--- src/rtl/jtvigil_mainio_if.sv ---
// Z80 I/O bus bundle between the CPU wrapper and jtvigil_mainio.
//   A       : address low byte (I/O port number)
//   iorq_n, rd_n, wr_n, m1_n : bus strobes
//   din     : CPU data out
//   dout    : registered I/O read data
// master = CPU side, slave = I/O block side.
interface jtvigil_mainio_if;
  logic [7:0] A;
  logic       iorq_n;
  logic       rd_n;
  logic       wr_n;
  logic       m1_n;
  logic [7:0] din;
  logic [7:0] dout;

  modport master (output A, iorq_n, rd_n, wr_n, m1_n, din, input dout);
  modport slave  (input A, iorq_n, rd_n, wr_n, m1_n, din, output dout);
endinterface

--- src/rtl/jtvigil_mainio.sv ---
// Main-CPU I/O port block for Z80 Irem-style boards.
// Decodes Z80 I/O cycles into a sound latch, flip/coin control, ROM bank,
// LAYERS double-buffered scroll registers and a colour/enable register, and
// raises the vblank interrupt (cleared by acknowledge or after INTLEN cen pulses).
// Ports:
//   clk, rst     : clock, asynchronous active-high reset
//   cen          : CPU clock enable (interrupt auto-clear counter only)
//   bus          : Z80 I/O bus (A, strobes, din, dout)
//   LVBL         : active-low vertical blank
//   dip_pause    : low blocks new interrupt requests
//   int_n        : Z80 maskable interrupt
//   cab_in       : five cabinet read ports, byte k = port k
//   snd_latch/snd_wr : sound command and one-clk write strobe
//   flip, flip_dip   : screen flip (register XOR DIP)
//   coin_cnt, bank, scrpos, scrcol : control registers
module jtvigil_mainio #(
  parameter int BANKW   = 3,
  parameter int LAYERS  = 2,
  parameter int SCRW    = 11,
  parameter int VBLATCH = 1,
  parameter int INTLEN  = 0
) (
  input  logic                     clk,
  input  logic                     rst,
  input  logic                     cen,
  jtvigil_mainio_if.slave          bus,
  input  logic                     LVBL,
  input  logic                     dip_pause,
  output logic                     int_n,
  input  logic [39:0]              cab_in,
  output logic [7:0]               snd_latch,
  output logic                     snd_wr,
  output logic                     flip,
  input  logic                     flip_dip,
  output logic [1:0]               coin_cnt,
  output logic [BANKW-1:0]         bank,
  output logic [LAYERS*SCRW-1:0]   scrpos,
  output logic [7:0]               scrcol
);

  localparam int CNTW = (INTLEN > 1) ? $clog2(INTLEN) : 1;

  logic            wr_hit, rd_hit, ack, wr_ev, wr_l;
  logic            lvbl_l, vb_edge;
  logic            lo_port;
  logic [2:0]      lo_sel;
  logic [6:0]      hi_idx;
  logic [7:0]      rd_val;
  logic            flip_r;
  logic [CNTW-1:0] icnt;
  logic [SCRW-1:0] shadow    [LAYERS];
  logic [SCRW-1:0] shadow_nx [LAYERS];

  assign wr_hit  = ~bus.iorq_n & ~bus.wr_n & bus.m1_n;
  assign rd_hit  = ~bus.iorq_n & ~bus.rd_n & bus.m1_n;
  assign ack     = ~bus.iorq_n & ~bus.m1_n;
  // One update per bus cycle however long the wait states last
  assign wr_ev   = wr_hit & ~wr_l;
  assign vb_edge = lvbl_l & ~LVBL;
  // Low ports decode only A[2:0]; A[6:3] are don't-care when A[7]=0
  assign lo_port = ~bus.A[7];
  assign lo_sel  = bus.A[2:0];
  assign hi_idx  = bus.A[6:0];
  assign flip    = flip_r ^ flip_dip;

  always_comb begin
    rd_val = 8'hFF;
    if (lo_port) begin
      case (lo_sel)
        3'd0:    rd_val = cab_in[7:0];
        3'd1:    rd_val = cab_in[15:8];
        3'd2:    rd_val = cab_in[23:16];
        3'd3:    rd_val = cab_in[31:24];
        3'd4:    rd_val = cab_in[39:32];
        default: rd_val = 8'hFF;
      endcase
    end
  end

  // Next shadow value is also what gets latched on the vblank edge, so a
  // write landing on that same clk is carried into scrpos.
  always_comb begin
    shadow_nx = shadow;
    if (wr_ev && bus.A[7]) begin
      for (int unsigned k = 0; k < LAYERS; k++) begin
        if (hi_idx == 7'(2*k))   shadow_nx[k][7:0]      = bus.din;
        if (hi_idx == 7'(2*k+1)) shadow_nx[k][SCRW-1:8] = bus.din[SCRW-9:0];
      end
    end
  end

  always_ff @(posedge clk or posedge rst) begin
    if (rst) begin
      wr_l      <= 1'b0;
      lvbl_l    <= 1'b1;
      bus.dout  <= 8'hFF;
      snd_latch <= '0;
      snd_wr    <= 1'b0;
      flip_r    <= 1'b0;
      coin_cnt  <= '0;
      bank      <= '0;
      scrcol    <= '0;
      for (int unsigned k = 0; k < LAYERS; k++) shadow[k] <= '0;
    end else begin
      wr_l   <= wr_hit;
      lvbl_l <= LVBL;
      snd_wr <= 1'b0;
      shadow <= shadow_nx;
      if (wr_ev) begin
        if (lo_port) begin
          case (lo_sel)
            3'd0: begin
              snd_latch <= bus.din;
              snd_wr    <= 1'b1;
            end
            3'd1: begin
              flip_r   <= bus.din[0];
              coin_cnt <= bus.din[2:1];
            end
            3'd4:    bank <= bus.din[BANKW-1:0];
            default: ;
          endcase
        end else if (hi_idx == 7'(2*LAYERS)) begin
          scrcol <= bus.din;
        end
      end
      if (rd_hit) bus.dout <= rd_val;
    end
  end

  generate
    if (VBLATCH != 0) begin : g_latch
      logic [LAYERS*SCRW-1:0] act;
      always_ff @(posedge clk or posedge rst) begin
        if (rst) begin
          act <= '0;
        end else if (vb_edge) begin
          for (int unsigned k = 0; k < LAYERS; k++) act[k*SCRW +: SCRW] <= shadow_nx[k];
        end
      end
      assign scrpos = act;
    end else begin : g_direct
      always_comb begin
        scrpos = '0;
        for (int unsigned k = 0; k < LAYERS; k++) scrpos[k*SCRW +: SCRW] = shadow[k];
      end
    end
  endgenerate

  // A new vblank request outranks an acknowledge in the same clk
  always_ff @(posedge clk or posedge rst) begin
    if (rst) begin
      int_n <= 1'b1;
      icnt  <= '0;
    end else if (vb_edge && dip_pause) begin
      int_n <= 1'b0;
      icnt  <= '0;
    end else if (ack) begin
      int_n <= 1'b1;
      icnt  <= '0;
    end else if (INTLEN > 0 && !int_n && cen) begin
      if (icnt == CNTW'(INTLEN-1)) begin
        int_n <= 1'b1;
        icnt  <= '0;
      end else begin
        icnt <= icnt + 1'b1;
      end
    end
  end

endmodule

--- src/flat_wrapper.sv ---
// flat-port wrapper written by rule: the top's interface ports become plain ports
module jtvigil_mainio_flat 
#(
  parameter int BANKW   = 3,
  parameter int LAYERS  = 2,
  parameter int SCRW    = 11,
  parameter int VBLATCH = 1,
  parameter int INTLEN  = 0
)
  (clk, rst, cen, LVBL, dip_pause, int_n, cab_in, snd_latch, snd_wr, flip, flip_dip, coin_cnt, bank, scrpos, scrcol, bus_A, bus_iorq_n, bus_rd_n, bus_wr_n, bus_m1_n, bus_din, bus_dout);
  jtvigil_mainio_if bus_i ();
  input  logic clk;
  input  logic rst;
  input  logic cen;
  input  logic LVBL;
  input  logic dip_pause;
  output logic int_n;
  input  logic [39:0] cab_in;
  output logic [7:0] snd_latch;
  output logic snd_wr;
  output logic flip;
  input  logic flip_dip;
  output logic [1:0] coin_cnt;
  output logic [BANKW-1:0] bank;
  output logic [LAYERS*SCRW-1:0] scrpos;
  output logic [7:0] scrcol;
  input wire logic [$bits(bus_i.A)-1:0] bus_A;
  input wire logic [$bits(bus_i.iorq_n)-1:0] bus_iorq_n;
  input wire logic [$bits(bus_i.rd_n)-1:0] bus_rd_n;
  input wire logic [$bits(bus_i.wr_n)-1:0] bus_wr_n;
  input wire logic [$bits(bus_i.m1_n)-1:0] bus_m1_n;
  input wire logic [$bits(bus_i.din)-1:0] bus_din;
  output wire logic [$bits(bus_i.dout)-1:0] bus_dout;
  assign bus_i.A = bus_A;
  assign bus_i.iorq_n = bus_iorq_n;
  assign bus_i.rd_n = bus_rd_n;
  assign bus_i.wr_n = bus_wr_n;
  assign bus_i.m1_n = bus_m1_n;
  assign bus_i.din = bus_din;
  assign bus_dout = bus_i.dout;
  jtvigil_mainio #(.BANKW(BANKW), .LAYERS(LAYERS), .SCRW(SCRW), .VBLATCH(VBLATCH), .INTLEN(INTLEN)) u_core (.clk(clk), .rst(rst), .cen(cen), .bus(bus_i), .LVBL(LVBL), .dip_pause(dip_pause), .int_n(int_n), .cab_in(cab_in), .snd_latch(snd_latch), .snd_wr(snd_wr), .flip(flip), .flip_dip(flip_dip), .coin_cnt(coin_cnt), .bank(bank), .scrpos(scrpos), .scrcol(scrcol));
endmodule
--- config.mk ---
export PLATFORM = sky130hd
export DESIGN_NAME = jtvigil_mainio_flat
export DESIGN_NICKNAME = d
export VERILOG_FILES = /design/src/rtl/jtvigil_mainio_if.sv /design/src/rtl/jtvigil_mainio.sv /design/src/flat_wrapper.sv
export SDC_FILE = /design/constraint.sdc
export NUM_CORES = 1
export LEC_CHECK = 0
export ABC_AREA = 1
export ABC_CLOCK_PERIOD_IN_PS = 4650
export CAP_MARGIN = 0
export CELL_PAD_IN_SITES_DETAIL_PLACEMENT = 0
export CELL_PAD_IN_SITES_GLOBAL_PLACEMENT = 1
export CORE_MARGIN = 5
export CORE_UTILIZATION = 35
export DETAILED_ROUTE_END_ITERATION = 10
export PLACE_DENSITY = 0.95
export SYNTH_ARGS = -nofsm -noshare
export SYNTH_HDL_FRONTEND = slang
export SYNTH_SLANG_ARGS = --single-unit
--- constraint.sdc ---
create_clock -name clk -period 4.65 [get_ports clk]
set_input_delay 0.465 -clock clk [delete_from_list [all_inputs] [get_ports clk]]
set_output_delay 0.465 -clock clk [all_outputs]
set_load 0.02 [all_outputs]
==> results.json, run 1 <==
{
  "synth-compound-area-share": 0.0451,
  "seq_power_share": 0.493,
  "yosys_most_used_dff": "dfrtp_1",
  "path_class": "in -> out",
  "hold_class": "in -> async",
  "place_congestion": 0.819,
  "ys_seq_area_frac": 0.553,
  "drive_gt1_frac": 0.0728,
  "final_cell_mix": "nand2_1, clkdlybuf4s50_1, dfrtp_1",
  "post_cts_buffers": 0,
  "synth_top_family_by_area": "simple AND/OR/NAND/NOR gates",
  "synth_cell_types": 20,
  "holdWs_ns": 0.470,
  "power.net_switching_w": 0.000448,
  "first_iter_violations": 142,
  "worstMarginPinSlew_ns": 0.683,
  "synth.area.mux_share": 0,
  "rsz0062_at_grt": "no",
  "avgSynthCellArea_um2": 8.17,
  "cts_root_buf": "clkbuf_8",
  "cp.required_ns": 4.18,
  "worst_slack_ns": 2.50,
  "synthXorXnorAreaFrac": 0.00246,
  "routedWlPerCell_um": 13.7,
  "cts_buffers": 9,
  "instances_no_fill": 696,
  "switching_share": 0.287,
  "grt_pass1_wl_mm": 16.1,
  "globalRouteTotalUtil": 0.161,
  "maxSlewViolCount": 0,
  "final_util": 0.514,
  "syn_nets": 501,
  "synth_cells": 435,
  "synthToLayoutAreaGrowth_pct": 41.9,
  "worstPathMaxFanout": 1,
  "nNetsFinal": 624,
  "clock_latency_ns": 0.35,
  "cts_hold_buf": 0,
  "die_x_um": 111,
  "dieArea_mm2": 0.0123,
  "io_buffer_count": 118,
  "power.leakage_nw": 2.34,
  "period_share": 0.463,
  "ys_async_sr_fraction": 1.00,
  "num_rows": 36,
  "drc_errors": 0,
  "synth_edf_count": 0,
  "place_inst": 680,
  "synthesis.area_mm2": 0.00355,
  "cts_resized": 0,
  "core_mm2": 0.00982,
  "dieHeight_um": 111,
  "dpl.hpwl_mm": 7.20,
  "power_frac_clock": 0.289,
  "relSlewSlack": 0.544,
  "vdd_ir_drop_max_uv": 124,
  "max_cap_viol_count": 0,
  "final_common_cell": "nand2_1",
  "worst_setup_path_end_kind": "output pin",
  "clk_pin_slew_ns": 0.08,
  "yosysWarningCount": 0,
  "setup_viol": 0,
  "finClkSkew_ns": 0.0106,
  "hold_violations": 0,
  "vias": 3182,
  "cp-start-kind": "input port",
  "tns_ns": 0,
  "cp.arrival_ns": 1.69,
  "first_pass_iters": 5,
  "vias_per_cell": 4.57,
  "power_density_mw_per_mm2": 310,
  "cts_tree": "built",
  "fmax_mhz": 464,
  "boundaryPins": 120,
  "wirelength_mm": 9.56,
  "grt_antenna_before_repair": 0,
  "power.internal_w": 0.00111,
  "pre_cts_ws_ns": 2.26,
  "ys_ff_latch": 78,
  "synth_fa_ha_area_frac": 0,
  "pwr-share-comb": 0.218,
  "ant_nets": 0,
  "antennaDiodeCount": 0,
  "cts.sinks": 78,
  "fin_crit_ns": 2.15,
  "initial_core_util": 0.362,
  "grt.overflow.total": 0,
  "status": "finished clean",
  "grt_pass1_vias": 3306,
  "htree_levels": 3,
  "grt_max_degree": 55,
  "clock_path_buffers": 2,
  "yosys.area_share.simple": 0.330
}
registers in the layout (all words and copies together) (netlist names):
signal and cells:
u_core.bank 3, u_core.int_n 1, u_core.snd_latch 8, u_core.lvbl_l 1, u_core.scrpos 22, u_core.bus.dout 8
u_core.snd_wr 1, u_core.shadow 22, u_core.wr_l 1, u_core.scrcol 8, u_core.flip_r 1, u_core.coin_cnt 2
Yosys cell counts (3+ instances only):
cell type,count,share of area
inv_1,52,0.055
buf_4,3,0.0063
clkbuf_1,4,0.0042
a21oi_1,5,0.0070
o21ai_1,9,0.013
nand2_2,5,0.0088
and2_1,22,0.039
nand2_1,128,0.14
dfstp_2,10,0.074
nand3_1,60,0.084
nor2_4,4,0.013
dfrtp_1,68,0.48
nor2_1,41,0.043
o21ai_0,18,0.025
per-stage QoR:
step | area (um2) | total power [W]
floorplan | 3550 | 0.000933
finish | 5040 | 0.00156
detailed placement | 4870 | 0.00113
global route | 5040 | 0.00164
CTS | 5040 | 0.00158
global placement | 4870 | 0.00112
path summary, 6_finish.rpt:
| check | start | slack (ns) | end | cells past startpoint |
|---|---|---|---|---|
| setup / recovery | flip_dip | 2.50 | flip | 3 |
| hold / removal | rst | 0.47 | u_core.coin_cnt[1] | 2 |
| setup reg to reg | u_core.wr_l | 3.02 | u_core.scrcol[0] | 6 |
| hold reg to reg | u_core.scrpos[5] | 0.49 | u_core.scrpos[5] | 2 |
| max in group asynchronous | rst | 3.11 | u_core.scrcol[3] | 3 |
| min in group clk | u_core.scrpos[5] | 0.49 | u_core.scrpos[5] | 2 |
layout make-up:
| cell class | instances | area (um2) |
|---|---|---|
| clock inverter | 6 | 36.3 |
| inverter | 53 | 199 |
| tap | 133 | 166 |
| timing repair buffer | 120 | 1200 |
| sequential | 78 | 1960 |
| fill | 986 | 4780 |
| multi-input combinational | 296 | 1340 |
| clock buffer | 10 | 138 |
power groups by stage:
stage | clock, W | sequential (W) | combinational [W]
finish | 0.000451 | 0.000769 | 0.000341
global placement | 0 | 0.000780 | 0.000342
CTS | 0.000462 | 0.000770 | 0.000347
detailed placement | 0 | 0.000783 | 0.000346
floorplan | 0 | 0.000842 | 0.0000913
global route | 0.000494 | 0.000776 | 0.000371
critical path, cell delays in order:
cell             delay (ns)
clkdlybuf4s50_1        0.47
xor2_1                 0.13
clkdlybuf4s50_1        0.62
per-layer routing:
| layer | wire [um] | track usage |
|---|---|---|
| met5 | 0 | 0 |
| met4 | 123 | 0.0525 |
| met3 | 704 | 0.0502 |
| met2 | 4700 | 0.271 |
| met1 | 4030 | 0.196 |
logic make-up after synthesis:
family                 after synthesis
AO/OA/AOI/OAI                       32
AND/OR/NAND/NOR                    263
buffers and inverters               61
flip-flops                          78
XOR/XNOR                             1
No activity file was read; power rests on OpenSTA's default activity.
==> inputs of run 2 (changes only) <==
Settings changed: ABC_CLOCK_PERIOD_IN_PS 4650 to 1900, CORE_UTILIZATION 35 to 30, PLACE_DENSITY 0.95 to 0.88.
Clock period 4.65 ns to 1.9 ns, I/O delays scaled along.
==> run 2 against run 1 <==
Against the previous run:
- critical path depth fell by 2
- combinational power grew 150%
- register-to-register slack worse by 2.5 ns
- total power rose to 2.9 times the previous value
==> results.json, run 2 (synthesis results as in run 1) <==
{
  "status": "finished clean",
  "crit_path_cell_trace": "clkdlybuf4s50_1",
  "vdd_ir_drop_max_uv": 450,
  "finClkSkew_ns": 0.00548,
  "globalRouteTotalUtil": 0.148,
  "first_pass_iters": 8,
  "grt.overflow.total": 0,
  "rsz0062_at_grt": "no",
  "cts_hold_buf": 0,
  "vias": 3198,
  "fmax_mhz": 598,
  "path_delay_family": "buffers and inverters",
  "worstMarginPinSlew_ns": 0.670,
  "synthToLayoutAreaGrowth_pct": 48.9,
  "post-layout-total-power_w": 0.00460,
  "slowest_stage": "clkdlybuf4s50_1",
  "antennaDiodeCount": 0,
  "max_cap_viol_count": 0,
  "cts_tree": "built",
  "io_buffer_count": 118,
  "period_share": 0.880,
  "ant_nets": 0,
  "setup_viol": 0,
  "cp.required_ns": 1.71,
  "vias_per_cell": 4.50,
  "power_density_mw_per_mm2": 869,
  "num_rows": 39,
  "grt_antenna_before_repair": 0,
  "dieHeight_um": 119,
  "cts_buffers": 9,
  "clk_pin_slew_ns": 0.06,
  "path_class": "reg -> out",
  "die_x_um": 119,
  "holdWs_ns": 0.214,
  "initial_core_util": 0.309,
  "grt_max_degree": 42,
  "worst_setup_path_end_kind": "output pin",
  "core_mm2": 0.0115,
  "cp-start-kind": "flop",
  "drive_gt1_frac": 0.0792,
  "worst-path-buf-inv": 1,
  "fin_crit_ns": 1.67,
  "nNetsFinal": 630,
  "cts_resized": 0,
  "wirelength_mm": 10.2,
  "clock_latency_ns": 0.33,
  "hold_class": "in -> async",
  "grt_pass1_vias": 3314,
  "dieArea_mm2": 0.0141,
  "tns_ns": 0,
  "fillers": 1144,
  "power.leakage_nw": 2.44,
  "dpl.hpwl_mm": 7.64,
  "cp.arrival_ns": 1.48,
  "final_cell_mix": "nand2_1, clkdlybuf4s50_1, dfrtp_1",
  "clock_path_buffers": 2,
  "cts.sinks": 78,
  "hold_violations": 0,
  "worstPathMaxFanout": 2,
  "first_iter_violations": 244,
  "relSlewSlack": 0.553,
  "routedWlPerCell_um": 14.3,
  "boundaryPins": 120,
  "crit_path_max_incr_delay_ns": 0.64,
  "final_common_cell": "nand2_1",
  "drc_errors": 0,
  "htree_levels": 3,
  "maxSlewViolCount": 0,
  "post_cts_buffers": 0,
  "cts_root_buf": "clkbuf_16",
  "grt_pass1_wl_mm": 16.9,
  "place_congestion": 0.836
}
[run 2: cell types whose count changed in the layout (fill, tap and decap cells not counted)]
cell        previous run  this run
clkinvlp_4             1         2
inv_2                  2         1
clkbuf_8              10         2
bufinv_16              0         2
clkinv_2               4         0
buf_12                 0         3
clkbuf_1               0         1
inv_6                  1         0
clkbuf_16              0         9
buf_4                  2         5
[run 2: per-layer routing]
layer / vias to the layer above / global-route usage / share of wire
li1: 1611 / - / -
met1: 1487 / 0.196 / 0.46
met2: 89 / 0.234 / 0.46
met3: 11 / 0.0441 / 0.060
met4: 0 / 0.0449 / 0.016
met5: - / 0 / 0
[run 2: area by class of cell]
type	instances	area, um2	share of cell area
Timing Repair Buffer	126	1280	0.242
Clock inverter	3	67.6	0.0128
Tap cell	143	179	0.0338
Sequential cell	78	1960	0.371
Multi-Input combinational cell	296	1340	0.254
Clock buffer	12	256	0.0485
Inverter	53	203	0.0383
[run 2: power by group]
part	internal [W]	switching [W]	total (W)
Combinational	0.000420	0.000430	0.000850
Clock	0.00121	0.000639	0.00185
Sequential	0.00182	0.0000772	0.00189
[run 2: stage by stage]
step,cells,setup WS [ns],utilization,cell area (um2)
4_1_cts,711,0.206,0.459,5290
6_report,711,0.228,0.459,5290
5_1_grt,711,0.197,0.459,5290
3_5_place_dp,696,0.0529,0.431,4970
3_3_place_gp,696,0.127,0.431,4970
2_1_floorplan,435,0.613,-,3560
[run 2: final timing paths]
path / slack, ns / to / cells past startpoint / start
setup / recovery: 0.23 / int_n / 1 / u_core.int_n
hold / removal: 0.21 / u_core.coin_cnt[1] / 2 / rst
min in group clk: 0.29 / u_core.lvbl_l / 1 / LVBL
max in group asynchronous: 1.09 / u_core.lvbl_l / 3 / rst
setup reg to reg: 0.56 / u_core.scrcol[0] / 7 / u_core.wr_l
hold reg to reg: 0.48 / u_core.scrpos[13] / 2 / u_core.scrpos[13]
[run 2: worst register-to-register path, stage by stage (launching register included)]
cell	delay, ns
dfrtp_1	0.36
inv_1	0.06
nand3_2	0.10
nor2_4	0.12
buf_12	0.18
nand2_2	0.21
nand2_1	0.13
o21ai_1	0.06
